## src/rtl/db_en_gen.sv

```systemverilog
// Debounce + enable-pulse generator: 2-FF sync, tick-paced confirm FSM, clean level and edge pulses.
// Latency: 2 cycles sync, then K sample ticks (between (K-1)*2^N+1 and K*2^N cycles) to accept a change.
// Backpressure: none; free-running, pulses are single-cycle and never overlap.
//
// Ports:
//   clk       rising-edge system clock
//   reset_n   asynchronous active-low reset
//   sw        raw, bouncy, asynchronous switch input
//   db_level  debounced level, decoded straight from a state flop
//   rise_tick one-cycle pulse on accepted 0->1 change (drives downstream en)
//   fall_tick one-cycle pulse on accepted 1->0 change

module db_en_gen #(
  parameter int N = 19,  // tick every 2^N clk cycles
  parameter int K = 3    // consecutive stable ticks to accept a change, 1..15
) (
  input  logic clk,
  input  logic reset_n,
  input  logic sw,
  output logic db_level,
  output logic rise_tick,
  output logic fall_tick
);

  localparam int CW = $clog2(K + 1);

  // Encoding chosen so that bit 1 is the debounced level itself.
  typedef enum logic [1:0] {
    ZERO  = 2'b00,
    WAIT1 = 2'b01,
    ONE   = 2'b10,
    WAIT0 = 2'b11
  } state_t;

  state_t         state;
  logic           s1;
  logic           s2;
  logic [N-1:0]   tick_cnt;
  logic           tick;
  logic [CW-1:0]  conf_cnt;
  logic [CW-1:0]  conf_nxt;
  logic           conf_done;

  // Counter restarts at 0 on reset release, so the tick phase is deterministic.
  assign tick      = (tick_cnt == '1);
  assign conf_nxt  = conf_cnt + CW'(1);
  assign conf_done = (conf_nxt == CW'(K));
  assign db_level  = state[1];

  // Two-flop synchroniser; only s2 is ever looked at by the FSM.
  always_ff @(posedge clk or negedge reset_n) begin
    if (!reset_n) begin
      s1 <= 1'b0;
      s2 <= 1'b0;
    end else begin
      s1 <= sw;
      s2 <= s1;
    end
  end

  always_ff @(posedge clk or negedge reset_n) begin
    if (!reset_n) begin
      tick_cnt <= '0;
    end else begin
      tick_cnt <= tick_cnt + N'(1);
    end
  end

  // Confirmation FSM. The revert check sits ahead of the tick check so a
  // sample that flips back on the K-th tick cancels the transition.
  always_ff @(posedge clk or negedge reset_n) begin
    if (!reset_n) begin
      state     <= ZERO;
      conf_cnt  <= '0;
      rise_tick <= 1'b0;
      fall_tick <= 1'b0;
    end else begin
      rise_tick <= 1'b0;
      fall_tick <= 1'b0;
      case (state)
        ZERO: begin
          if (s2) begin
            state    <= WAIT1;
            conf_cnt <= '0;
          end
        end
        WAIT1: begin
          if (!s2) begin
            state <= ZERO;
          end else if (tick) begin
            if (conf_done) begin
              state     <= ONE;
              rise_tick <= 1'b1;
            end else begin
              conf_cnt <= conf_nxt;
            end
          end
        end
        ONE: begin
          if (!s2) begin
            state    <= WAIT0;
            conf_cnt <= '0;
          end
        end
        WAIT0: begin
          if (s2) begin
            state <= ONE;
          end else if (tick) begin
            if (conf_done) begin
              state     <= ZERO;
              fall_tick <= 1'b1;
            end else begin
              conf_cnt <= conf_nxt;
            end
          end
        end
      endcase
    end
  end

endmodule

```

## config.mk

```make
export PLATFORM = sky130hd
export DESIGN_NAME = db_en_gen
export DESIGN_NICKNAME = d
export VERILOG_FILES = /design/src/rtl/db_en_gen.sv
export SDC_FILE = /design/constraint.sdc
export NUM_CORES = 1
export LEC_CHECK = 0
export CELL_PAD_IN_SITES_DETAIL_PLACEMENT = 0
export CELL_PAD_IN_SITES_GLOBAL_PLACEMENT = 1
export CORE_UTILIZATION = 50
export CTS_CLUSTER_DIAMETER = 100
export DETAILED_ROUTE_END_ITERATION = 8
export HOLD_SLACK_MARGIN = 0.08
export MAX_ROUTING_LAYER = met4
export PLACE_DENSITY_LB_ADDON = 0.08
export SLEW_MARGIN = 20
export SYNTH_ARGS = -nofsm -noshare
export SYNTH_HDL_FRONTEND = slang
export SYNTH_SLANG_ARGS = --single-unit
```

## constraint.sdc

```tcl
create_clock -name clk -period 4.58 [get_ports clk]
set_input_delay 0.916 -clock clk [delete_from_list [all_inputs] [get_ports clk]]
set_output_delay 0.916 -clock clk [all_outputs]
set_load 0.01 [all_outputs]
```

Word-level counts from Yosys, hierarchy flattened
Cells that the tools add are included.
- add/subtract/negate cells: 2
- equality and inequality tests: 13
- mux-type cells: 22
- reduce and logical (&&, ||, !) cells: 3
- operator list (kind ; count):
    $mux 2 ; 14
    $add 19x1->19 const B ; 1
    $eq 19x19->1 const B ; 1
    $pmux 2 s4 ; 2
    $ne 3x3->1 const B ; 4
    $ne 2x2->1 const B ; 4
    $eq 2x2->1 const B ; 3
    $mux 1 ; 6
    $reduce_and 6->1 ; 1
    $reduce_and 4->1 ; 1
    $add 2x1->2 const B ; 1
    $eq 2x1->1 const B ; 1
    $logic_not 2->1 ; 1
- register bits: 27
- bits of input ports: 3
- output and inout port bits: 3
- word-level logic and storage cells: 47

Logic depth before layout (Yosys ltp)
Gate-level depths: netlist (run 1).
- word-level depth: 6
- mapped depth: 5
- depth with buffers taken out: 5

Worst setup path before layout (run 1)
Ideal clock, no wire load.
- path type: register to register
- start point: reg tick_cnt[0]
- end point: reg with a tool-made name
- setup time: 125 ps
- data arrival time: 1639 ps
- required time: 4455 ps
- setup slack: 2816 ps
- stages on the path, launching flop included: 6
- path buffers: 0
- period minus slack after synthesis: 1764 ps
- path through: dfrtp_1 > ha_1 > and4_4 > nand4_4 > or3_4 > mux2_4
- RTL lines (element ; line ; text):
    start, declared ; 38 ; logic [N-1:0] tick_cnt;
    start signal, assigned ; 65 ; tick_cnt <= tick_cnt + N'(1);

==> out/metrics.yaml, run 1 <==
placed_design:
  placed_insts: 130
  dpl.hpwl_um: 1254
  postPlaceCellArea_um2: 1279
  routability_driven_placement_congestion_ratio: 0.7149
  port_buffers: 5
timing:
  rsz_0062_raised_after_global_routing: "false"
  report.final.hold_viol_count: 0
  final.period_utilization_pct: 48.70
  finalMaxSlewViolations: 0
  finalCriticalPeriod_ps: 2231
  finalSetupViolations: 0
  timing.clock.skew_ps: 8.066
  worst_pin_slew_ps: 478.7
  timing.setup.tns_ps: 0
  max_clock_freq_ghz: 0.4483
  relSlewSlack_pct: 67.99
logic_synthesis:
  synth.net_count: 102
  ys_ff_latch: 27
  synth_top_cells_by_area: "sky130_fd_sc_hd__dfrtp_1 (57%), sky130_fd_sc_hd__xnor2_1 (7.3%), sky130_fd_sc_hd__xor2_1 (5.9%)"
  post-synth-top-area-fraction_pct: 56.60
  mappedNetlistArea_um2: 1194
  synth_top_cells_by_count: "sky130_fd_sc_hd__dfrtp_1 (27), sky130_fd_sc_hd__xnor2_1 (10), sky130_fd_sc_hd__xor2_1 (8)"
  yosys.area.top_type: "sky130_fd_sc_hd__dfrtp_1"
  yosysMostFrequentCell: "sky130_fd_sc_hd__dfrtp_1"
  synth_warnings: 0
  synth.lib_cells_used.distinct: 30
  seq_area_frac_synth_pct: 56.60
  synthesized_instance_count: 97
  number_of_enable_flip_flop_cells_after_synthesis: 0
  syn_area_per_cell_um2: 12.31
  ys_async_sr_fraction_pct: 100.0
  synthFlopType: "sky130_fd_sc_hd__dfrtp_1"
clock_tree:
  cts_inserted_buffers: 3
  cts.repair_timing.setup_buffer_count: 0
  ctsRootBufferMaster: "sky130_fd_sc_hd__clkbuf_4"
  cts_htree_levels: 1
  cts_tree: "yes"
  clkTransAtPathRegs_ps: 130
  cts.hold.buffers_added: 0
  cts_resized: 0
  clk_path_buf_depth: 2
  clk-insertion-delay-late_ps: 310
  tritoncts_num_sinks: 27
critical_path:
  startpoint_type: "flip-flop"
  worst_ep_required_time_ps: 3660
  worstPathBufferInverterCount: 1
  critical_path.max_stage_delay_ps: 560
  cp_top_family: "buffers and inverters"
  crit_arrival_ps: 1310
  largest_fanout_of_any_net_on_the_critical_path: 5
  end_kind: "primary output"
  worst-r2r-setup-slack_ps: 2710
  path_class: "flip-flop to primary output"
  cell_type_of_the_slowest_stage_on_the_worst_timing_path: "sky130_fd_sc_hd__clkdlybuf4s50_1"
  critical_path.cell_chain: "clkdlybuf4s50_1"
detailed_routing:
  drt_drc_violations_left: 0
  drt_iter0_drc: 14
  ant_nets: 0
  average_wire_per_standard_cell_um: 12.66
  average_via_count_per_standard_cell: 5.187
  firstDrtPassIters: 4
  dr_total_vias: 695
  wl_um: 1697
finish:
  post-route-cell-area_um2: 1306
  final_util_pct: 58.49
  number_of_diodes_added_for_antenna_fixing: 0
  finalNetCount: 112
  share_of_final_layout_standard_cells_stronger_than_drive_strength_1_pct: 11.32
  stdcell_count: 134
  area_growth_syn_to_layout_pct: 9.434
status:
  run_status: "finished, final reports clean"
grt:
  grt_overflow: 0
  via_count_of_the_first_global_routing_pass: 687
  grt_max_degree: 18
  antenna_found_initial: 0
  grt_overall_usage_pct: 16.83
  grt_pass1_wl_um: 3056
power_and_ir_drop:
  clock_power_share_pct: 28.3
  pwr_density_cell_nw_per_um2: 266.4
  power_report.internal_total_uw: 275.6
  switchingPower_uw: 72.41
  combinationalPowerShare_pct: 2.5
  share_seq_of_total_power_pct: 69.2
  power.ir.vdd_worst_uv: 206.3
  overall_power_uw: 348.0
  leakage_nw: 0.5954
  netSwitchingFraction_pct: 20.81
floorplanning:
  rows: 17
  placeableCoreArea_um2: 2233
  die_width_um: 50.86
  start_util_pct: 53.45
  design.die.area_um2: 2587
  die_y_um: 50.86
  boundaryPins: 6
hold_path:
  type_of_the_tightest_min_delay_check: "flip-flop to flip-flop"
flow_run:
  timing.max_cap.violations: 0
==> area by class of cell <==
| type | instances | area, µm² |
|---|---|---|
| clock buffer | 3 | 22.52 |
| sequential | 27 | 675.6 |
| multi-input combinational | 64 | 491.7 |
| tap | 28 | 35.03 |
| fill | 187 | 927.1 |
| inverter | 5 | 18.77 |
| timing repair buffer | 6 | 57.56 |
| clock inverter | 1 | 5.005 |
==> state kept, by name, summed over array words and instances (netlist names), named ones only <==
register	count
s1	1
state	1
tick_cnt	19
conf_cnt	2
rise_tick	1
fall_tick	1
s2	1
==> routing by layer <==
layer  vias to the layer above  track usage, %  wire length (µm)
li1                        358               -                 -
met1                       330           23.27               860
met2                         5           24.22               782
met3                         2           3.571                34
met4                         0           6.944                20
met5                         -               -                 0
==> cells in the final DEF (no fill, tap or decap), types with 3 or more instances in the layout <==
cell type,synthesis,final
sky130_fd_sc_hd__nor3b_1,3,3
sky130_fd_sc_hd__dfrtp_1,27,27
sky130_fd_sc_hd__xor2_1,8,8
sky130_fd_sc_hd__nand3_1,6,6
sky130_fd_sc_hd__xnor2_1,10,10
sky130_fd_sc_hd__inv_1,5,5
sky130_fd_sc_hd__clkdlybuf4s50_1,0,5
sky130_fd_sc_hd__clkbuf_4,0,3
sky130_fd_sc_hd__nor2_1,5,5
sky130_fd_sc_hd__nand2_1,7,7
==> path summary, 6_finish.rpt <==
check / startpoint / endpoint / cells past startpoint
max in group asynchronous: reset_n / tick_cnt[1] / 2
hold / removal: s1 / s2 / 0
min in group asynchronous: reset_n / tick_cnt[13] / 1
hold reg to reg: s1 / s2 / 0
setup / recovery: flip-flop / db_level / 1
setup reg to reg: tick_cnt[0] / flip-flop / 5
==> cell families (layout without fill, tap and decap cells) <==
| kind of cell | after synthesis | after routing | share of synthesized area [%] |
|---|---|---|---|
| AND/OR/NAND/NOR | 39 | 39 | 21.60 |
| flip-flops | 27 | 27 | 56.60 |
| multiplexers | 1 | 1 | 1.257 |
| buffers and inverters | 6 | 15 | 2.202 |
| adder cells (fa/ha/maj) | 2 | 2 | 2.096 |
| XOR/XNOR | 18 | 18 | 13.21 |
| AO/OA/AOI/OAI | 4 | 4 | 3.040 |
==> power groups by stage <==
stage | combinational, mW | clock, mW | sequential [mW]
floorplan | 0.00179 | 0 | 0.245
global placement | 0.00895 | 0 | 0.245
detailed placement | 0.00918 | 0 | 0.245
CTS | 0.00915 | 0.108 | 0.241
global route | 0.0102 | 0.112 | 0.241
finish | 0.00863 | 0.0986 | 0.241
==> through the flow <==
stage               worst slack [ps]  hold WS [ps]
floorplan                       2816         331.2
global placement                2699         342.6
detailed placement              2665         346.6
CTS                             2318         379.7
global route                    2282         395.4
finish                          2349         376.3
(Power assumes the default switching activity.)
==> inputs of run 2 (changes only) <==
--- a/config.mk
+++ b/config.mk
@@ -7,7 +7,7 @@
 export LEC_CHECK = 0
 export CELL_PAD_IN_SITES_DETAIL_PLACEMENT = 0
 export CELL_PAD_IN_SITES_GLOBAL_PLACEMENT = 1
-export CORE_UTILIZATION = 50
+export CORE_UTILIZATION = 47
 export CTS_CLUSTER_DIAMETER = 100
 export DETAILED_ROUTE_END_ITERATION = 8
 export HOLD_SLACK_MARGIN = 0.08
==> constraint.sdc (replaced) <==
create_clock -name clk -period 2.2 [get_ports clk]
set_input_delay 0.44 -clock clk [delete_from_list [all_inputs] [get_ports clk]]
set_output_delay 0.44 -clock clk [all_outputs]
set_load 0.01 [all_outputs]
==> out/metrics.yaml, run 2 (same netlist as run 1, synthesis figures left out) <==
clock_tree:
  cts_htree_levels: 1  # unchanged
  cts.repair_timing.setup_buffer_count: 0  # unchanged
  ctsRootBufferMaster: "sky130_fd_sc_hd__clkbuf_4"
  clkTransAtPathRegs_ps: 140  # about the same
  clk_path_buf_depth: 2  # unchanged
  tritoncts_num_sinks: 27  # unchanged
  cts.hold.buffers_added: 0  # unchanged
  cts_tree: "yes"
  clk-insertion-delay-late_ps: 310  # about the same
  cts_resized: 0  # unchanged
  cts_inserted_buffers: 3  # unchanged
power_and_ir_drop:
  share_seq_of_total_power_pct: 69.7  # +0.5 points
  power_report.internal_total_uw: 573.6  # +110%
  overall_power_uw: 719.0  # +110%
  netSwitchingFraction_pct: 20.23  # -0.58 points
  clock_power_share_pct: 27.8  # -0.5 points
  pwr_density_cell_nw_per_um2: 550.5  # +110%
  switchingPower_uw: 145.4  # +100%
  combinationalPowerShare_pct: 2.5  # about the same
  leakage_nw: 0.5954  # unchanged
  power.ir.vdd_worst_uv: 398.8  # +93%
timing:
  finalCriticalPeriod_ps: 1887
  final.period_utilization_pct: 85.78
  timing.setup.tns_ps: 0  # unchanged
  finalMaxSlewViolations: 0  # unchanged
  relSlewSlack_pct: 77.85  # +9.9 points
  finalSetupViolations: 0  # unchanged
  worst_pin_slew_ps: 332.2  # -146.5 ps
  rsz_0062_raised_after_global_routing: "false"
  max_clock_freq_ghz: 0.5299
  timing.clock.skew_ps: 7.842  # -0.2245 ps
  report.final.hold_viol_count: 0  # unchanged
critical_path:
  path_class: "flip-flop to flip-flop"
  worst-r2r-setup-slack_ps: 310  # -2400 ps
  end_kind: "flip-flop"
  worst_ep_required_time_ps: 2410  # -1250 ps
  critical_path.max_stage_delay_ps: 440  # -120 ps
  largest_fanout_of_any_net_on_the_critical_path: 8  # +3
  reg2regPathDepth: 5  # unchanged
  crit_arrival_ps: 2100  # +790 ps
  rr_startpoint: "tick_cnt[0]"
  cp_top_family: "simple AND/OR/NAND/NOR gates"
  cell_type_of_the_slowest_stage_on_the_worst_timing_path: "sky130_fd_sc_hd__or3_4"
  critical_path.cell_chain: "ha_1 -> and4_4 -> nand4_4 -> or3_4 -> mux2_4"
  worstPathBufferInverterCount: 0  # -1
  startpoint_type: "flip-flop"
finish:
  final_util_pct: 56.86  # -1.6 points
  finalNetCount: 112  # unchanged
  share_of_final_layout_standard_cells_stronger_than_drive_strength_1_pct: 11.32  # unchanged
  stdcell_count: 134  # unchanged
  most-common-layout-cells: "sky130_fd_sc_hd__dfrtp_1 (27), sky130_fd_sc_hd__xnor2_1 (10), sky130_fd_sc_hd__xor2_1 (8)"
  layout.cells.most_common: "sky130_fd_sc_hd__dfrtp_1"
  top_register: "tick_cnt"
  number_of_diodes_added_for_antenna_fixing: 0  # unchanged
  flip_flop_count_of_the_largest_register_all_copies_and_words_added: 19  # unchanged
  area_growth_syn_to_layout_pct: 9.434  # unchanged
  top_regs: "tick_cnt x19, conf_cnt x2"
grt:
  grt_pass1_wl_um: 2994  # -2.0%
  grt.met3_usage_pct: 3.478  # -0.093 points
  grt_use_met2_pct: 24.05  # -0.17 points
  grt_max_degree: 28  # +10
  grt_overflow: 0  # unchanged
  via_count_of_the_first_global_routing_pass: 707  # +2.9%
  antenna_found_initial: 0  # unchanged
  grt.busiest_layer: "met2"
  use_met1_pct: 19.89  # -3.4 points
  grt_overall_usage_pct: 15.44  # -1.4 points
detailed_routing:
  average_via_count_per_standard_cell: 5.231  # +0.86%
  drt_iter0_drc: 6  # -8
  dr_total_vias: 701  # +0.86%
  drt_drc_violations_left: 0  # unchanged
  ant_nets: 0  # unchanged
  average_wire_per_standard_cell_um: 12.09  # -4.5%
  firstDrtPassIters: 4  # unchanged
  wl_um: 1620  # -4.5%
placed_design:
  placed_insts: 130  # unchanged
  routability_driven_placement_congestion_ratio: 0.7098  # -0.71%
  port_buffers: 5  # unchanged
  dpl.hpwl_um: 1199  # -4.4%
hold_path:
  hold_end: "s2"
  holdCritStartpoint: "s1"
  holdPathStages: 0  # unchanged
  type_of_the_tightest_min_delay_check: "flip-flop to flip-flop"
floorplanning:
  die_y_um: 52.40  # +3.0%
  start_util_pct: 51.96  # -1.5 points
  rows: 17  # unchanged
  die_width_um: 52.40  # +3.0%
  boundaryPins: 6  # unchanged
  design.die.area_um2: 2745  # +6.1%
  placeableCoreArea_um2: 2297  # +2.9%
status:
  run_status: "finished, final reports clean"
flow_run:
  timing.max_cap.violations: 0  # unchanged
run 2: cell counts in the layout (fill, tap and decap cells not counted):
No cell type changed its count.
run 2: how the worst max path moves through the flow:
stage	start	slack [ps]	cells past startpoint	endpoint
CTS	tick_cnt[0]	290	5	flip-flop
floorplan	tick_cnt[0]	440	5	flip-flop
global placement	tick_cnt[0]	370	5	flip-flop
detailed placement	tick_cnt[0]	320	5	flip-flop
global route	tick_cnt[0]	180	5	flip-flop
finish	tick_cnt[0]	310	5	flip-flop
run 2: per-stage QoR:
| stage | setup WS, ps | cell area, µm² | hold slack [ps] |
|---|---|---|---|
| 4_1_cts | 293.6 | 1306 | 375.6 |
| 5_1_grt | 183.7 | 1306 | 389.8 |
| 3_5_place_dp | 316.7 | 1279 | 343.6 |
| 3_3_place_gp | 366.9 | 1279 | 336.5 |
| 6_report | 312.8 | 1306 | 370.9 |
| 2_1_floorplan | 436.1 | 1194 | 144.4 |
run 2: layout make-up:
cell class,count,area (µm²)
clock buffers,3,22.52
flip-flops and latches,27,675.6
well taps,28,35.03
fillers,210,991.0
inverters,5,18.77
clock inverters,1,5.005
multi-input cells,64,491.7
repair buffers,6,57.56
run 2: routing by layer:
metal | vias up | wire [µm]
met1 | 346 | 855
met5 | - | 0
li1 | 350 | -
met3 | 2 | 32
met2 | 3 | 719
met4 | 0 | 12
run 2: worst reg2reg max path: stages, from the launching register on:
cell                      delay (ps)
sky130_fd_sc_hd__dfrtp_1         400
sky130_fd_sc_hd__ha_1            210
sky130_fd_sc_hd__and4_4          290
sky130_fd_sc_hd__nand4_4         150
sky130_fd_sc_hd__or3_4           450
sky130_fd_sc_hd__mux2_4          300
run 2: power by group through the flow:
stage          Combinational (mW)  Sequential [mW]  Clock [mW]
2_1_floorplan             0.00373            0.510           0
5_1_grt                    0.0213            0.502       0.230
3_3_place_gp               0.0188            0.511           0
3_5_place_dp               0.0187            0.511           0
6_report                   0.0177            0.501       0.200
4_1_cts                    0.0185            0.501       0.216
